--- config.mk ---
export PLATFORM = sky130hd
export DESIGN_NAME = gnrl_pulse_train
export DESIGN_NICKNAME = d
export VERILOG_FILES = /design/src/rtl/gnrl_pulse_train_pkg.sv /design/src/rtl/gnrl_phase_counter.sv /design/src/rtl/gnrl_pulse_train.sv
export SDC_FILE = /design/constraint.sdc
export NUM_CORES = 1
export LEC_CHECK = 0
export ABC_CLOCK_PERIOD_IN_PS = 4250
export CAP_MARGIN = 20
export CORE_AREA = 5 5 133 135
export DETAILED_ROUTE_END_ITERATION = 6
export DIE_AREA = 0 0 138 140
export PLACE_DENSITY_LB_ADDON = 0.08
export SLEW_MARGIN = 40
export SYNTH_ARGS = -nofsm -noshare
export SYNTH_HDL_FRONTEND = slang
export SYNTH_SLANG_ARGS = --single-unit
--- constraint.sdc ---
create_clock -name CLK -period 4.25 [get_ports CLK]
set_clock_uncertainty 0.2 [all_clocks]
set_input_delay 0.6375 -clock CLK [delete_from_list [all_inputs] [get_ports CLK]]
set_output_delay 0.6375 -clock CLK [all_outputs]
set_load 0.02 [all_outputs]
--- src/rtl/gnrl_pulse_train_pkg.sv ---
// rtl/gnrl_pulse_train_pkg.sv - shared state encoding and default widths for the pulse-train generator
package gnrl_pulse_train_pkg;

  // Default widths for the length inputs/phase counter and the pulse count
  localparam int CNT_WIDTH_DEF = 32;
  localparam int NUM_WIDTH_DEF = 16;

  // One-hot controller states
  typedef enum logic [3:0] {
    S_IDLE   = 4'b0001,
    S_HIGH   = 4'b0010,
    S_LOW    = 4'b0100,
    S_FINISH = 4'b1000
  } state_e;

endpackage

--- src/rtl/gnrl_phase_counter.sv ---
// rtl/gnrl_phase_counter.sv - loadable down-counter with zero flag timing each high/low phase
module gnrl_phase_counter
  import gnrl_pulse_train_pkg::*;
#(
  parameter int CNT_WIDTH = CNT_WIDTH_DEF
) (
  input  logic                 CLK,
  input  logic                 RESET,
  input  logic                 load,
  input  logic                 en,
  input  logic [CNT_WIDTH-1:0] load_val,
  output logic                 zero
);

  logic [CNT_WIDTH-1:0] cnt_q;
  logic [CNT_WIDTH-1:0] cnt_d;

  // Load wins over decrement; holding at zero keeps the counter from wrapping
  always_comb begin
    cnt_d = cnt_q;
    if (load) begin
      cnt_d = load_val;
    end else if (en && (cnt_q != '0)) begin
      cnt_d = cnt_q - CNT_WIDTH'(1);
    end
  end

  // Count register
  always_ff @(posedge CLK or posedge RESET) begin
    if (RESET) begin
      cnt_q <= '0;
    end else begin
      cnt_q <= cnt_d;
    end
  end

  assign zero = (cnt_q == '0);

endmodule

--- src/rtl/gnrl_pulse_train.sv ---
// rtl/gnrl_pulse_train.sv - burst pulse-train generator; optional ABORT input under PULSE_TRAIN_ABORT_EN
module gnrl_pulse_train
  import gnrl_pulse_train_pkg::*;
#(
  parameter int CNT_WIDTH = CNT_WIDTH_DEF,
  parameter int NUM_WIDTH = NUM_WIDTH_DEF
) (
  input  logic                 CLK,
  input  logic                 RESET,
  input  logic                 TRIG,
  input  logic [CNT_WIDTH-1:0] HIGH_LEN,
  input  logic [CNT_WIDTH-1:0] LOW_LEN,
  input  logic [NUM_WIDTH-1:0] NUM_PULSE,
  output logic                 PULSE_OUT,
  output logic                 BUSY,
  output logic                 DONE
`ifdef PULSE_TRAIN_ABORT_EN
  ,
  input  logic                 ABORT
`endif
);

  state_e               state_q, state_d;
  logic [CNT_WIDTH-1:0] high_len_q, high_len_d;
  logic [CNT_WIDTH-1:0] low_len_q, low_len_d;
  logic [NUM_WIDTH-1:0] pulse_cnt_q, pulse_cnt_d;
  logic                 pulse_out_q, pulse_out_d;
  logic                 busy_q, busy_d;
  logic                 done_q, done_d;

  logic                 ph_load;
  logic                 ph_en;
  logic [CNT_WIDTH-1:0] ph_load_val;
  logic                 ph_zero;
  logic                 abort_req;
  logic [CNT_WIDTH-1:0] high_eff;
  logic [CNT_WIDTH-1:0] low_eff;

`ifdef PULSE_TRAIN_ABORT_EN
  assign abort_req = ABORT;
`else
  assign abort_req = 1'b0;
`endif

  // Zero-length phases run as one cycle so the counter load never underflows
  assign high_eff = (HIGH_LEN == '0) ? CNT_WIDTH'(1) : HIGH_LEN;
  assign low_eff  = (LOW_LEN == '0) ? CNT_WIDTH'(1) : LOW_LEN;

  gnrl_phase_counter #(
    .CNT_WIDTH(CNT_WIDTH)
  ) u_phase_counter (
    .CLK      (CLK),
    .RESET    (RESET),
    .load     (ph_load),
    .en       (ph_en),
    .load_val (ph_load_val),
    .zero     (ph_zero)
  );

  // Next-state, counter control and outputs derived from the next state so they are registered
  always_comb begin
    state_d     = state_q;
    high_len_d  = high_len_q;
    low_len_d   = low_len_q;
    pulse_cnt_d = pulse_cnt_q;
    ph_load     = 1'b0;
    ph_en       = 1'b0;
    ph_load_val = high_len_q - CNT_WIDTH'(1);
    unique case (state_q)
      S_IDLE: begin
        if (TRIG) begin
          high_len_d  = high_eff;
          low_len_d   = low_eff;
          pulse_cnt_d = NUM_PULSE;
          if (NUM_PULSE != '0) begin
            state_d     = S_HIGH;
            ph_load     = 1'b1;
            ph_load_val = high_eff - CNT_WIDTH'(1);
          end else begin
            state_d = S_FINISH;
          end
        end
      end
      S_HIGH: begin
        if (abort_req) begin
          state_d = S_FINISH;
        end else if (ph_zero) begin
          pulse_cnt_d = pulse_cnt_q - NUM_WIDTH'(1);
          if (pulse_cnt_q == NUM_WIDTH'(1)) begin
            state_d = S_FINISH;
          end else begin
            state_d     = S_LOW;
            ph_load     = 1'b1;
            ph_load_val = low_len_q - CNT_WIDTH'(1);
          end
        end else begin
          ph_en = 1'b1;
        end
      end
      S_LOW: begin
        if (abort_req) begin
          state_d = S_FINISH;
        end else if (ph_zero) begin
          state_d     = S_HIGH;
          ph_load     = 1'b1;
          ph_load_val = high_len_q - CNT_WIDTH'(1);
        end else begin
          ph_en = 1'b1;
        end
      end
      S_FINISH: begin
        state_d = S_IDLE;
      end
      default: begin
        state_d = S_IDLE;
      end
    endcase
    pulse_out_d = (state_d == S_HIGH);
    busy_d      = (state_d != S_IDLE);
    done_d      = (state_d == S_FINISH);
  end

  // State, latched burst parameters and registered outputs
  always_ff @(posedge CLK or posedge RESET) begin
    if (RESET) begin
      state_q     <= S_IDLE;
      high_len_q  <= '0;
      low_len_q   <= '0;
      pulse_cnt_q <= '0;
      pulse_out_q <= 1'b0;
      busy_q      <= 1'b0;
      done_q      <= 1'b0;
    end else begin
      state_q     <= state_d;
      high_len_q  <= high_len_d;
      low_len_q   <= low_len_d;
      pulse_cnt_q <= pulse_cnt_d;
      pulse_out_q <= pulse_out_d;
      busy_q      <= busy_d;
      done_q      <= done_d;
    end
  end

  assign PULSE_OUT = pulse_out_q;
  assign BUSY      = busy_q;
  assign DONE      = done_q;

endmodule

# Yosys cells after proc, flatten, opt, wreduce, memory -nomap -nowiden
# Cells that the tools add are included.
# op_classes
addsub	5
n_eq_ne	9
muxes	26
n_reduce_logical	11
# ops
cell	n
$mux 32	8
$sub 32x1->32 const B	4
$logic_not 32->1	3
$pmux 32 s2	1
$mux 16	2
$pmux 16 s2	1
$reduce_bool 32->1	1
$mux 4	5
$eq 16x1->1 const B	1
$reduce_bool 16->1	1
$sub 16x1->16 const B	1
$pmux 4 s3	1
$eq 4x2->1 const B	2
$mux 1	7
$eq 4x1->1 const B	1
$eq 4x3->1 const B	1
$eq 4x4->1 const B	1
$ne 2x2->1 const B	2
$ne 4x1->1 const B	1
$reduce_bool 2->1	2
$pmux 1 s3	1
$reduce_and 3->1	1
$reduce_and 2->1	1
$reduce_or 2->1	1
$logic_and 1x1->1	1
# word_totals
regBits	119
elab_cells	59

# Depth between registers and ports, before layout
# Gate-level depths: netlist (run 1).
# logic_depth
ltp_word	7
mapped_depth	13
mapped_depth_nobuf	10

# By module
# A second synthesis (run 1) with hierarchy kept.
# unflattened
hier_cells	922
area_unflattened_um2	8562.0
# modules_own_cells
module	cells_per_inst	instances	area_each_um2
gnrl_pulse_train	696	1	6388.6
gnrl_phase_counter	226	1	2173.3

# Least setup slack after synthesis (run 1)
# Ideal clock, no wire load.
# synth_timing
kind	input to register
start	input port HIGH_LEN[2]
end	register u_phase_counter.cnt_q[28]
t_arrival_ps	3243
n_path_buf	2
slack_ps	662
setup_ps	145
required_time_ps	3905
path_stages	12
path_cell_list	clkbuf_1 -> nor4_1 -> nand3_1 -> nor3_1 -> nor2_1 -> ha_1 -> nand3_1 -> clkbuf_1 -> nor4_1 -> xor2_1 -> a22oi_1 -> a31oi_1
# synth_between
elab_chain_cells	7
# synth_rtl
element	line	text
start: declaration	gnrl_pulse_train.sv:11	input logic [CNT_WIDTH-1:0] HIGH_LEN,
$logic_not 32->1	gnrl_pulse_train.sv:46	assign high_eff = (HIGH_LEN == '0) ? CNT_WIDTH'(1) : HIGH_LEN;
$mux 32 *	gnrl_pulse_train.sv:46	
$sub 32x1->32 *	gnrl_pulse_train.sv:78	ph_load_val = high_eff - CNT_WIDTH'(1);
$mux 32 *	gnrl_pulse_train.sv:75	if (NUM_PULSE != '0) begin
$mux 32 *	gnrl_pulse_train.sv:71	if (TRIG) begin
$pmux 32 s2 *	gnrl_pulse_train.sv:69	unique case (state_q)
$mux 32 *	gnrl_phase_counter.sv:21	if (load) begin
end signal: assignment	gnrl_phase_counter.sv:33	cnt_q <= cnt_d;
end: declaration	gnrl_phase_counter.sv:15	logic [CNT_WIDTH-1:0] cnt_q;
# Every way passes the cells marked *; elsewhere a longest branch is shown, timed or not.
# A chain may end at the register's enable or synchronous reset.

# Worst setup path after layout (run 1)
# layout_timing
start	input port HIGH_LEN[30]
end	register u_phase_counter.cnt_q[30]
# The elaborated chain is that of the path after synthesis.

==> results.txt, run 1 <==
The most common cell in the synthesized netlist is dfrtp_1. The congestion estimate from routability-driven global placement came to 0.949. The logs give 48.9% for the initial cell density of the core and 859 for the synthesized netlist cell count. The logs give 5 for the length of the first detailed-routing pass in iterations and 0 for the number of hold buffers added after CTS.

The post-place instance area is 9200 sq um, and the maximum fanout count along the critical path is 11. The wire length of the first global-routing pass is 39.4 mm, and the total of warnings raised by yosys is 0. Kind of capture point of the worst setup path: a register.

Clock tree synthesis selected as its root buffer the cell clkbuf_16. Largest area contributor in the netlist: dfrtp_1. The final setup slack of the worst path is 0.563 ns, and the count of routing violations after the opening detailed-route iteration is 555.

The post-detailed-route via-to-cell ratio is 6.34. The die height was 140 um; the leakage power of the design was 3.57 nW. In the post-synthesis netlist, the biggest area contributors are dfrtp_1, mux2_2, xor2_1.

Global routing used 25.4% of the available tracks. On the worst path, the slowest cell contributes a delay of 0.60 ns. The filler cell count came out at 1,428. The tools report the count of H-tree levels built during CTS as 4.

The worst pin sits at a relative slew slack of 51.8%. The HPWL after detailed placement is 18.4 mm. The total standard cell area after synthesis was 8000 sq um. The accumulated negative setup slack was 0 ns; the number of distinct library cell variants in the gate-level netlist after synthesis was 63.

For this run, the top clock speed supported by timing is 271 MHz. The number of slew-limit violations in the final report was 0. For the number of gates resized after cts, the log shows 0.

STA puts the critical path data arrival time at 3.79 ns. After detailed routing, the number of remaining DRC violations is 0. For the worst supply voltage drop on vdd, the log shows 0.361 mV. The via count of the first global-routing pass was 7,275. The proportion of register bits with asynchronous set or reset after synthesis was 100%. Subtracting the final worst setup slack from the clock period gives 3.69 ns.

Row generation in the floorplan step produced 47 rows. The number of clock buffers inserted by TritonCTS is 17, and the clock latency reported for the late side of the worst-skew pair is 0.43 ns. The worst setup path category was input port to register. 86 I/O pins were placed.

The per-instance average area after synthesis works out to 9.31 sq um. Entering global routing, the biggest net connects 74 pins. The number of I/O port buffers is 85. The slowest stage of the critical path is the or4_1 cell. The clock drives 119 sinks. The synthesis-stage register bit count is 119, and the residual overflow from global routing is 0. The floorplan step defined a die boundary enclosing 19,300 sq um. The total detailed-routing wirelength is 24.6 mm, and the proportion of synthesized chip area in sequential cells is 37.2%. After synthesis, the most frequently instantiated cells are dfrtp_1, xor2_1, nor4_1.

The tightest min-delay check is of the register to register type. The number of flops mapped to enable cells by yosys came out at 0. In the synthesized netlist the dominant register cell turns out to be dfrtp_1. For the max-capacitance violation count, the log shows 0. After detailed routing, the average wire length per cell comes to 20.8 um.

At the end of the flow, the number of nets in the layout was 1,039. Clock-pin slew was measured on the worst setup and hold paths at 0.06 ns. STA classifies the critical path startpoint as an input port. The core region is 16,300 sq um.

The share of layout cells above drive strength 1 works out to 16.0%. The maximum clock insertion buffer count was 2; the total number of vias was 7,505. The flow ran to the end, and the final reports show no timing, DRC or antenna violations. The synthesized net count was 948; the count of endpoints failing setup in the final report was 0. Setup repair after global routing left no endpoint under its margin.

The final instance area is 9790 sq um, and the relative area change from synthesis to final layout is 22.4%. At the placement stage, the worst setup path has a slack of 0.202 ns. The detail route stage leaves a number of antenna-violating nets equal to 0.

For this design the ratio of total power to cell area is 644 nW/um^2. For the worst setup path, the data required time is 4.35 ns. From left edge to right edge, the die measures 138 um. At the pin with the least slew margin, the transition time is 0.720 ns.

Of the available clock period, the critical path in the final layout requires 86.8%. The run gives 0 as the number of hold violations in the final report. The number of antenna violations at the first check in global routing was 0.

The signal on the critical path passes through clkdlybuf4s50_1, or4_1, nand4bb_1, nor3_1, nor2_1, ha_1, nand3_1, nor4_1, xor2_1, a221oi_2, a22oi_1. Of the post-synthesis cell area, the dominant cell type holds 36.9%. The post-CTS setup-driven buffer insertion count was 0. TritonCTS built the clock tree. The number of antenna diodes in the final layout is 0.
-- path summary, 6_finish.rpt --
path	startpoint	end	slack, ns	cells after the start
setup reg to reg	u_phase_counter.cnt_q[11]	u_phase_counter.cnt_q[25]	0.63	6
setup / recovery	HIGH_LEN[30]	u_phase_counter.cnt_q[30]	0.56	11
hold reg to reg	pulse_cnt_q[8]	pulse_cnt_q[8]	0.32	2
min in group asynchronous	RESET	low_len_q[0]	0.44	2
hold / removal	pulse_cnt_q[8]	pulse_cnt_q[8]	0.32	2
max in group asynchronous	RESET	state_q[0]	2.56	3
-- through the flow --
| stage | power, mW | hold slack [ns] | utilization [%] | cells |
|---|---|---|---|---|
| finish | 6.31 | 0.318 | 59.9 | 1183 |
| detailed placement | 4.82 | 0.305 | 56.3 | 1151 |
| floorplan | 3.97 | 0.271 | - | 859 |
| global route | 6.70 | 0.355 | 59.9 | 1183 |
| global placement | 4.74 | 0.293 | 56.2 | 1151 |
| CTS | 6.29 | 0.318 | 59.9 | 1183 |
-- critical path: cells and delay by family --
kind	cells	cell delay [ns]
buf+inv	1	0.46
xor+xnor	1	0.18
fa+ha+maj	1	0.29
compound gates	2	0.38
simple gates	6	1.83
-- kinds of logic (layout without fill, tap and decap cells) --
group | after synthesis | after routing | share of synthesized area [%]
and+or+nand+nor | 330 | 330 | 22.9
adders and majority gates | 6 | 6 | 0.938
xor gates and xnor gates | 104 | 104 | 11.4
muxes | 65 | 65 | 9.09
buffers and inverters | 57 | 161 | 3.13
DFF | 119 | 119 | 37.2
AOI/OAI and AO/OA | 178 | 178 | 15.3
-- sequential cells by signal, summed over array words and instances, names as in the netlist --
name	flops
pulse_cnt_q	16
high_len_q	32
u_phase_counter.cnt_q	32
state_q	4
DONE	1
low_len_q	32
PULSE_OUT	1
BUSY	1
-- final cells by class --
type | instances | area, sq um | share of cell area, %
multi-input cells | 683 | 4790 | 48.9
clock inverters | 14 | 151 | 1.55
well taps | 220 | 275 | 2.81
clock buffers | 18 | 439 | 4.48
repair buffers | 118 | 1110 | 11.3
flip-flops and latches | 119 | 2980 | 30.4
inverters | 11 | 43.8 | 0.447
-- layout by cell type (no fill, tap or decap), drive strengths merged, types with 22 or more instances in the layout --
cell type      netlist  layout
buf                 12      33
o21ai               45      45
nand2               50      50
nor2                51      51
xnor2               41      41
clkdlybuf4s50        0      85
or3                 22      22
nor4                62      62
dfrtp              118     118
a22oi               33      33
a21oi               35      35
mux2                61      61
nor3                53      53
xor2                63      63
-- layer usage --
metal	vias up	wire, um	track usage, %
li1	3460	-	-
met3	37	1820	6.41
met2	312	11500	40.1
met5	-	0	0
met1	3696	10900	34.8
met4	0	447	7.33
-- report_power, final --
part	internal, mW	switching [mW]
logic	1.18	1.33
clock network	0.880	0.572
registers	1.70	0.645
No activity file was read; power rests on OpenSTA's default activity.
==> run 2: changes to the inputs <==
- ABC_AREA: not set -> 1
- CORE_AREA: 5 5 133 135 -> 5 5 145 147
- CTS_CLUSTER_SIZE: not set -> 12
- DIE_AREA: 0 0 138 140 -> 0 0 150 152
==> results.txt, run 2 <==
The run finished with clean final reports. Setup repair after global routing left no endpoint under its margin. The largest area contributor in the netlist is dfrtp_1. The logs give 886 for the count of routing violations after the opening detailed-route iteration and 52 for the number of placement rows. 86 I/O pins were placed. The maximum clock insertion buffer count is 2, and the slew at the pin closest to its max-slew limit is 0.707 ns.

In the global route stage, overall resource usage came out at 30.8%. After the flow finishes, the layout carries non-filler instances totaling 1,896. After synthesis the netlist holds a flip-flop and latch count of 119. The clock net in this run drives a total of 119 sinks. The total of warnings raised by yosys is 0. TritonCTS built the clock tree. The clock period could shrink to 3.58 ns. The top cell types in the final layout, fill and taps aside, are nand2_1, nor2_1, inv_1. The pin count of the biggest net entering global routing is 97, and the post-layout utilization of the core is 57.5%.

The run gives 0 as the number of antenna cells inserted. In the post-route analysis, the smallest setup slack over all paths is 0.672 ns. Measured against its own limit, the worst slew margin works out to 52.8%.

The synthesized design devotes to its leading area cell type 30.8% of total area. The total standard cell area after synthesis is 9590 sq um. On the final layout, the worst hold slack is 0.314 ns. The congestion estimate from routability-driven global placement came to 0.982. In the routed layout, each cell is associated on average with a via count of 5.47. Residual DRC count: 0. The share of the Yosys chip area taken by registers is 31.1%. Accumulated negative setup slack: 0 ns.

The post-detailed-route wirelength per cell was 18.3 um; the number of hold violations in the final report was 0. The largest registers in the layout are high_len_q x32, low_len_q x32, u_phase_counter.cnt_q x32. Static timing analysis puts the maximum clock frequency at 279 MHz.

The HPWL after detailed placement is 27.4 mm. The overall die area was 22,800 sq um. The die height came out at 152 um. The type of origin of the critical path is an input port. The net count of the finished layout is 1,703. Leaving out fill and tap cells, the most frequent cell in the layout is nand2_1. The post-place instance area was 10,800 sq um; the relative area change from synthesis to final layout was 18.7%. The tools report the synthesized net count as 1,616. The horizontal extent of the die was 150 um; the core area was 19,800 sq um. Counting flops with an async set or reset pin after synthesis yields a share of 100%.

Before CTS, the worst setup slack after placement is 0.255 ns. In this run, placement finished with an instance count of 1,865. By area the synthesized netlist is led by dfrtp_1, nand2_1, nor2_1. The run gives 0.406 mV as the worst supply voltage drop on vdd. For this run, the leading register cell type out of synthesis is dfrtp_1. The tools report the total detailed-routing wirelength as 34.6 mm. In this run, post-CTS repair resized a total of 0 instances. Each instance of the synthesized netlist takes up on average 6.28 sq um.

The count of nets left with antenna violations once routing finished came out at 0. The number of distinct library cell variants in the gate-level netlist after synthesis is 46. Buffers inserted during clock tree synthesis total 17. For the via count of the first global-routing pass, the log shows 9,828. The post-CTS setup-driven buffer insertion count came out at 0.

In this run the worst path has a maximum fanout of 5. The cell count after synthesis came out at 1,527. Power spread over the standard cell area amounts to 642 nW/um^2. Across all layers, the routed design uses 10,400 vias. The critical path in this run is classified as input port to register. At the later pin of the worst-skew pair, clock insertion delay measures 0.43 ns. For this design the static power due to leakage is 5.22 nW. In this run, synthesis inferred 0 flip-flops with an integrated enable.

Max-cap violations in this run came to 0. The kind of capture point of the worst setup path was a register. The required time of the critical path came out at 4.37 ns. After synthesis, the most frequently instantiated cells are nand2_1, nor2_1, inv_1. Setup violations remaining at the end of the flow were counted as 0. Power comes to 7.31 mW. The first global-routing pass estimated 54.7 mm of wire. In the post-synthesis netlist, the cell with the most instances is nand2_1. The path class of the tightest hold or removal check is register to register.

The clock edge transition at the registers on the reported setup and hold paths came out at 0.06 ns. The clock tree synthesis step divided the H-tree into 4 levels. The share of the clock period used by the worst path works out to 84.2%. The count of buffers added on input and output ports is 85. The length of the first detailed-routing pass in iterations is 7, and the number of hold buffers added after CTS is 0.

The logs give 0 for the number of antenna violations at the first check in global routing and 0 for the number of slew-limit violations in the final report. In this run the clock root is driven by a clkbuf_16. The share of layout cells above drive strength 1 was 6.15%. Summing all non-filler instances in the final layout gives an area of 11,400 sq um. Once the floorplan was initialized, standard cells occupied 48.5% of the core. The arrival time at the worst endpoint was 3.70 ns; the residual overflow from global routing was 0.
[run 2: cell types whose count changed after synthesis, moves of 15 or more]
| cell | delta |
|---|---|
| or4_1 | -15 |
| or3_1 | -22 |
| nor4_1 | -48 |
| o21ai_0 | +100 |
| inv_1 | +187 |
| nor3_1 | -33 |
| clkbuf_1 | -16 |
| nand3_1 | +87 |
| nor2_1 | +193 |
| a22oi_1 | -30 |
| mux2_2 | -61 |
| nand2_1 | +354 |
| nand4_1 | +27 |
| xnor2_1 | -33 |
[run 2: layout make-up]
type / instances / area [sq um]
well taps: 270 / 338
fillers: 2013 / 8400
repair buffers: 102 / 982
clock buffers: 17 / 425
clock inverters: 14 / 174
inverters: 205 / 772
multi-input cells: 1169 / 5710
flip-flops and latches: 119 / 2980
[run 2: cells by family after synthesis]
| logic type | synth area share, % |
|---|---|
| xor gates and xnor gates | 6.21 |
| adders and majority gates | 0.783 |
| and+or+nand+nor | 39.5 |
| AOI/OAI and AO/OA | 12.8 |
| DFF | 31.1 |
| buffers and inverters | 9.63 |
[run 2: worst max-delay path, stage by stage]
cell             delay (ns)
clkdlybuf4s50_1        0.56
nor2_1                 0.14
nand2_1                0.11
nor2_1                 0.08
nand2_1                0.12
nor2_1                 0.05
nor2_1                 0.13
ha_1                   0.22
inv_1                  0.08
nor3_2                 0.25
nand3_1                0.22
nor3_2                 0.41
nand3_1                0.17
o21ai_0                0.21
nand4_1                0.17
nand2_1                0.10
inv_1                  0.04
[run 2: power by group]
group	total [mW]	switching, mW	internal, mW
combinational	3.50	2.37	1.13
sequential	2.31	0.624	1.68
clock	1.50	0.581	0.922
[run 2: final timing paths]
| check | start | endpoint | slack [ns] | cells after the start |
|---|---|---|---|---|
| min reg2reg | u_phase_counter.cnt_q[30] | u_phase_counter.cnt_q[30] | 0.31 | 2 |
| max | HIGH_LEN[18] | u_phase_counter.cnt_q[22] | 0.67 | 17 |
| max in group asynchronous | RESET | high_len_q[26] | 2.53 | 3 |
| min in group asynchronous | RESET | pulse_cnt_q[6] | 0.48 | 2 |
| min | u_phase_counter.cnt_q[30] | u_phase_counter.cnt_q[30] | 0.31 | 2 |
| max reg2reg | pulse_cnt_q[1] | u_phase_counter.cnt_q[24] | 1.24 | 13 |
[run 2: routing by layer]
layer | up-vias | global-route usage (%) | part of all wire (%)
met5 | - | 0 | 0
met4 | 0 | 8.28 | 2.8
met3 | 56 | 5.75 | 8.0
met2 | 389 | 46.4 | 44
met1 | 4830 | 45.4 | 45
li1 | 5105 | - | -
